--- config.mk ---
export PLATFORM = sky130hd
export DESIGN_NAME = pc_fetch_ctrl
export DESIGN_NICKNAME = d
export VERILOG_FILES = /design/src/rtl/pc_fetch_ctrl.sv
export SDC_FILE = /design/constraint.sdc
export NUM_CORES = 1
export LEC_CHECK = 0
export ABC_CLOCK_PERIOD_IN_PS = 2300
export CAP_MARGIN = 30
export CORE_ASPECT_RATIO = 1.1
export CORE_UTILIZATION = 43
export CTS_CLUSTER_SIZE = 16
export DETAILED_ROUTE_END_ITERATION = 8
export GPL_TIMING_DRIVEN = 0
export PLACE_DENSITY = 0.82
export SLEW_MARGIN = 15
export SYNTH_ARGS = -nofsm -noshare
export SYNTH_HDL_FRONTEND = slang
export SYNTH_SLANG_ARGS = --single-unit
--- constraint.sdc ---
create_clock -name i_clock -period 2.3 [get_ports i_clock]
set_input_delay 0.46 -clock i_clock [delete_from_list [all_inputs] [get_ports i_clock]]
set_output_delay 0.46 -clock i_clock [all_outputs]
set_load 0.005 [all_outputs]
--- src/rtl/pc_fetch_ctrl.sv ---
// pc_fetch_ctrl: program counter and fetch sequencer for the IF stage.
// Holds the word-addressed PC, picks the next PC from the redirect/stall
// inputs, and gates fetches with the debug run/step/halt sequencer.
module pc_fetch_ctrl #(
  parameter int unsigned              DATA_WIDTH = 32,
  parameter int unsigned              IMEM_DEPTH = 256,
  parameter logic [DATA_WIDTH-1:0]    HALT_INSTR = 32'hFFFF_FFFF
) (
  input  logic                  i_clock,
  input  logic                  i_reset,
  input  logic                  i_start,
  input  logic                  i_step,
  input  logic                  i_stall,
  input  logic                  i_branch_taken,
  input  logic [DATA_WIDTH-1:0] i_branch_target,
  input  logic                  i_jump,
  input  logic [DATA_WIDTH-1:0] i_jump_target,
  input  logic [DATA_WIDTH-1:0] i_instr,
  output logic [DATA_WIDTH-1:0] o_pc,
  output logic [DATA_WIDTH-1:0] o_pc_incr,
  output logic                  o_fetch_valid,
  output logic                  o_halted,
  output logic [1:0]            o_state,
  output logic [DATA_WIDTH-1:0] o_cycle_count
);

  typedef enum logic [1:0] {
    ST_IDLE   = 2'd0,
    ST_RUN    = 2'd1,
    ST_STEP   = 2'd2,
    ST_HALTED = 2'd3
  } state_e;

  localparam logic [DATA_WIDTH-1:0] DEPTH_W = DATA_WIDTH'(IMEM_DEPTH);

  state_e                state_q,  state_d;
  logic [DATA_WIDTH-1:0] pc_q,     pc_d;
  logic [DATA_WIDTH-1:0] cycle_q,  cycle_d;
  logic                  halted_q, halted_d;

  logic                  active;
  logic                  in_range;
  logic                  redirect;
  logic                  halt_hit;
  logic [DATA_WIDTH-1:0] pc_incr;
  logic [DATA_WIDTH-1:0] pc_sel;

  // Fetch qualification and next-PC priority (branch > jump > stall > increment)
  always_comb begin
    pc_incr  = pc_q + 1'b1;
    active   = (state_q == ST_RUN) || (state_q == ST_STEP);
    in_range = (pc_q < DEPTH_W);
    redirect = i_branch_taken || i_jump;
    o_fetch_valid = active && !i_stall && in_range;
    halt_hit = o_fetch_valid && (i_instr == HALT_INSTR) && !redirect;
    if (i_branch_taken) begin
      pc_sel = i_branch_target;
    end else if (i_jump) begin
      pc_sel = i_jump_target;
    end else if (i_stall) begin
      pc_sel = pc_q;
    end else begin
      pc_sel = pc_incr;
    end
  end

  // Sequencer next state, PC update and RUN/STEP cycle counter
  always_comb begin
    state_d = state_q;
    pc_d    = pc_q;
    cycle_d = cycle_q;
    if (active && (cycle_q != '1)) begin
      cycle_d = cycle_q + 1'b1;
    end
    unique case (state_q)
      ST_IDLE: begin
        if (i_start) begin
          state_d = ST_RUN;
        end else if (i_step) begin
          state_d = ST_STEP;
        end
      end
      ST_RUN: begin
        if (halt_hit || !in_range) begin
          state_d = ST_HALTED;
        end else begin
          pc_d = pc_sel;
        end
      end
      ST_STEP: begin
        // A stalled step waits in STEP; the first fetch or redirect completes it.
        if (halt_hit || !in_range) begin
          state_d = ST_HALTED;
        end else if (redirect || o_fetch_valid) begin
          pc_d    = pc_sel;
          state_d = ST_IDLE;
        end
      end
      ST_HALTED: begin
        state_d = ST_HALTED;
      end
      default: begin
        state_d = ST_IDLE;
      end
    endcase
    if (i_reset) begin
      state_d = ST_IDLE;
      pc_d    = '0;
      cycle_d = '0;
    end
    halted_d = (state_d == ST_HALTED);
  end

  // State registers
  always_ff @(posedge i_clock) begin
    state_q  <= state_d;
    pc_q     <= pc_d;
    cycle_q  <= cycle_d;
    halted_q <= halted_d;
  end

  assign o_pc          = pc_q;
  assign o_pc_incr     = pc_incr;
  assign o_halted      = halted_q;
  assign o_state       = state_q;
  assign o_cycle_count = cycle_q;

endmodule

**Yosys cells after proc, flatten, opt, wreduce, memory -nomap -nowiden**

Cells that the tools add are included.

- Output and inout port bits: 100
- Input port bits: 103
- Logic and storage cells: 45
- Bits in registers: 67

- Reductions and logical operators: 15
- Muxes and demuxes: 14
- Magnitude comparators: 1
- Equality and inequality tests: 9
- Add/sub/neg operators: 2

Operators by type and width:

| operator | number |
|---|---|
| $mux 32 | 6 |
| $add 32x1->32 const B | 2 |
| $pmux 32 s2 | 1 |
| $eq 32x32->1 const B | 1 |
| $lt 32x9->1 const B | 1 |
| $ne 32x32->1 const B | 1 |
| $mux 2 | 6 |
| $pmux 2 s4 | 1 |
| $eq 2x2->1 const B | 3 |
| $logic_and 1x1->1 | 5 |
| $logic_or 1x1->1 | 4 |
| $ne 2x2->1 const B | 2 |
| $reduce_and 4->1 | 1 |
| $logic_not 1->1 | 3 |
| $eq 2x1->1 const B | 1 |
| $logic_not 2->1 | 1 |
| $ne 2x1->1 const B | 1 |
| $reduce_bool 2->1 | 1 |

**Longest topological paths before layout**

- Depth after elaboration: 11
- Depth in mapped cells: 9
- Gate-level depth less buffers: 8

**Worst setup path after synthesis**

Ideal clock, no wire load.

- Path type: flip-flop to flip-flop
- Start point: register state_q[1], in the netlist o_state[1]
- End point: register pc_q[6], in the netlist o_pc[6]
- Buffers on the path: 1
- Data required time: 2,209 ps
- Data arrival time: 1,906 ps
- Stages on the path, launching flop included: 9
- Library setup time: 91 ps
- Setup slack: 303 ps
- Period minus slack after synthesis: 1,997 ps
- Cell sequence: dfxtp_1 inv_1 ha_1 a21boi_1 nor3b_1 a31o_2 buf_4 nor2_1 a311oi_1

- Word-level cells in the longest chain between the ends: 9
- Elaborated cells on any way between the ends: 15
- Those cells by class: eq/ne: 5; mux: 1; reduce/logical: 9

Ends and longest elaborated chain:

| what | RTL line | text |
|---|---|---|
| from (decl) | 36 | `state_e state_q, state_d;` |
| from (signal assigned) | 116 | `state_q <= state_d;` |
| $eq 2x1->1 / $eq 2x2->1 (equally long branches) | 51, 75 |  |
| $logic_or 1x1->1 | 51 | `active = (state_q == ST_RUN) \|\| (state_q == ST_STEP);` |
| $logic_and 1x1->1 (2 in series) | 54 | `o_fetch_valid = active && !i_stall && in_range;` |
| $logic_and 1x1->1 (2 in series) | 55 | `halt_hit = o_fetch_valid && (i_instr == HALT_INSTR) && !redirect;` |
| $logic_or 1x1->1 | 84, 92 |  |
| $ne 2x2->1 (no source line) | n/a |  |
| $reduce_and 4->1 (no source line) | n/a |  |
| to (signal assigned) | 117 | `pc_q <= pc_d;` |
| to (decl) | 37 | `logic [DATA_WIDTH-1:0] pc_q, pc_d;` |

Several ways; a longest one is shown, not always the timed one.
A chain may end at the register's enable or synchronous reset.

**Worst setup path in the final report**

- Start point: register pc_q[15], in the netlist o_pc[15]
- End point: register pc_q[7], in the netlist o_pc[7]

- Word-level cells in the longest chain between the ends: 7
- Elaborated cells on any way between the ends: 11
- Those cells by class: order compare: 1; eq/ne: 3; reduce/logical: 7

Ends and longest elaborated chain:

| what | RTL line | text |
|---|---|---|
| $lt 32x9->1 * | 52 | `in_range = (pc_q < DEPTH_W);` |
| $logic_and 1x1->1 | 54 |  |
| $logic_and 1x1->1 (2 in series) | 55 |  |
| $logic_or 1x1->1 | 84, 92 |  |
| $ne 2x2->1 (no source line) | n/a |  |
| $reduce_and 4->1 (no source line) * | n/a |  |

Mark *: on every way between the ends. The rest lies on a longest branch, timed or not.

==> results_dict.tcl <==
set metrics [dict create \
    synth_warnings 0 \
    synth_top_family_by_area "simple AND/OR/NAND/NOR gates" \
    cp_max_fo 5 \
    drc_errors 0 \
    dp_hpwl_um 12900 \
    async_flop_share 0 \
    ys_ff_latch 67 \
    num_rows 38 \
    synth-edff-count 0 \
    io_pins 203 \
    yosys.area_share.simple 0.322 \
    layout-drive-gt1-share 0.309 \
    synth_area_leaders "dfxtp_1 30%, xnor2_1 7.9%, nor2_1 5.3%" \
    grt_use_total 0.358 \
    ys_seq_area_frac 0.296 \
    muxShareOfSynthArea 0.0204 \
    fin_ws_ps -325 \
    rsz0062_at_grt "yes" \
    slew_violations 0 \
    clock-sinks 67 \
    arrival_ps 2850 \
    worstSetupPathType "flip-flop to flip-flop" \
    drtIter0Drc 789 \
    n_fill_cell 566 \
    synth_adder_area_share 0.0166 \
    cts_root_buffer "clkbuf_8" \
    die_h_um 110 \
    clkTransAtPathRegs_ps 90 \
    yosysTopAreaCell "dfxtp_1" \
    status "complete, but fails checks" \
    port-buffer-count 202 \
    hp-class "flip-flop to flip-flop" \
    grt-ovfl-total 0 \
    crit_path_start_kind "flip-flop" \
    ant_nets 0 \
    fin_crit_sh 1.14 \
    numCtsBuffers 9 \
    mostFrequentLayoutCell "clkdlybuf4s50_1" \
    synth_xor_area_frac 0.108 \
    yosys.area.top_type_share 0.296 \
    vias 6498 \
    synth_nets 678 \
    die_w_um 99.9 \
    cp.required_ps 2520 \
    drt_first_pass_iters 6 \
    nets 988 \
    grt_max_degree 13 \
    endpoint_kind "flip-flop" \
    routed_via_density 6.35 \
    postLayoutCellArea_um2 8230 \
    skew_ps 11.6 \
    start_util 0.452 \
    hold_viol_final 0 \
    final_cell_mix "172 x clkdlybuf4s50_1, 84 x buf_4, 58 x nor2_1, 41 x nand2_1, 37 x dfxtp_1" \
    regArea_um2 1410 \
    synth-main-ff-cell "dfxtp_1" \
    htreeDepth 3 \
    tightest_slew_ps 798 \
    n_antenna_cell 0 \
    clock_path_buffers 2 \
    ir_worst_vdd_v 0.000422 \
    slew_headroom 0.468 \
    period_minus_slack_ps 2620 \
    maxCapViolations 0 \
    dieArea_um2 11000 \
    grt_pass1_vias 6013 \
    ys_types 67 \
    grt_pass1_wl_um 30400 \
    core_area_um2 10000 \
    synth_compound_area_frac 0.188 \
    violations "setup timing" \
    area_delta_synth_final_pct 81.6 \
    synth_cells 569 \
    setup_violations 59 \
    placed_area_um2 6730 \
    hold_slack_ps 520 \
    synth.avg_cell_area_um2 7.97 \
    routedWlPerCell_um 22.8 \
    power_leakage_nw 3.34 \
    syn-cell-area_um2 4530 \
    antenna_found_initial 0 \
    clock_latency_ps 370 \
    p_per_area_nw_per_um2 845 \
    wl_um 23400 \
    gp_congestion 0.929 \
    multi_input_area_um2 3410 \
    cts_tree "done" \
    cts_hold_buf 0 \
    fmax_mhz 381 \
]
[through the flow]
step	utilization	setup WS [ps]	cells	TNS [ps]	power (W)
floorplan	-	303	569	0	0.00315
global placement	0.671	-536	911	-19520	0.00457
detailed placement	0.671	-561	911	-21150	0.00464
CTS	0.770	-187	986	-1110	0.00610
global route	0.821	-369	1024	-12770	0.00717
finish	0.821	-325	1024	-10310	0.00695
[final timing paths]
| path | slack, ps | to | startpoint | cells after the start |
|---|---|---|---|---|
| setup / recovery | -320 | o_pc[7]$_SDFFE_PP0P_ | o_pc[15]$_SDFFE_PP0P_ | 10 |
| hold reg to reg | 520 | o_cycle_count[3]$_SDFFE_PP0P_ | o_cycle_count[3]$_SDFFE_PP0P_ | 2 |
| hold / removal | 520 | o_cycle_count[3]$_SDFFE_PP0P_ | o_cycle_count[3]$_SDFFE_PP0P_ | 2 |
| setup reg to reg | -320 | o_pc[7]$_SDFFE_PP0P_ | o_pc[15]$_SDFFE_PP0P_ | 10 |
[final cells by class]
class	count	share of cell area
Multi-Input combinational cell	451	0.415
Timing Repair Buffer	302	0.334
Sequential cell	67	0.171
Buffer	33	0.0277
Tap cell	140	0.0213
Clock buffer	10	0.0167
Clock inverter	6	0.00775
Inverter	15	0.00730
[cells in the mapped netlist (4+ instances only)]
cell / n
a211oi_1: 18
a21oi_1: 33
and2_1: 4
and3_1: 5
and4_1: 6
buf_2: 11
buf_4: 4
clkbuf_1: 17
dfxtp_1: 67
ha_1: 6
inv_1: 14
mux2i_1: 7
nand2_1: 44
nand2b_1: 9
nand3_1: 19
nand4_1: 24
nor2_1: 64
nor3_1: 18
nor3b_1: 6
nor4_1: 17
o211ai_1: 7
o21a_1: 10
o21ai_0: 30
or3_1: 9
xnor2_1: 41
xor2_1: 13
[cells by family (layout without fill, tap and decap cells)]
group / Yosys count / after routing
multiplexers: 9 / 9
AO/OA/AOI/OAI: 129 / 129
adder cells (fa/ha/maj): 6 / 6
buffers and inverters: 51 / 366
AND/OR/NAND/NOR: 252 / 252
flip-flops: 67 / 67
XOR/XNOR: 55 / 55
[worst max-delay path, cell delays in order, from the launching register on]
cell and delay, ps:
dfxtp_4 370, buf_4 170, nor4_2 430, nand4_1 310, buf_4 240, nor2_4 150, a31oi_4 200, buf_4 200
buf_4 120, a21oi_1 160, a211oi_1 100
[power by group]
group          internal (W)  total (W)  switching, W
Clock              0.000531    0.00107      0.000543
Combinational       0.00197    0.00405       0.00207
Sequential          0.00144    0.00183      0.000392
[repair_timing]
action | CTS | global route
hold endpoints to repair | 0 | 0
gates resized for setup | 198 | 76
pin swaps | 40 | 43
gates cloned | 0 | 1
setup buffers | 61 | 43
setup endpoints to repair | 61 | 67
[flip-flops by register name (all words and copies together) (netlist names)]
register	cells
o_state	2
o_pc	32
o_cycle_count	32
o_halted	1
[metal layers]
| layer | part of all wire | vias to the layer above | global-route usage | routed length [µm] |
|---|---|---|---|---|
| met5 | 0 | - | 0 | 0 |
| met4 | 0.067 | 0 | 0.216 | 1560 |
| li1 | - | 2706 | - | - |
| met3 | 0.13 | 174 | 0.0979 | 3000 |
| met1 | 0.35 | 3017 | 0.402 | 8110 |
| met2 | 0.46 | 601 | 0.607 | 10700 |
Note: power is estimated with default switching activity, not from simulation.
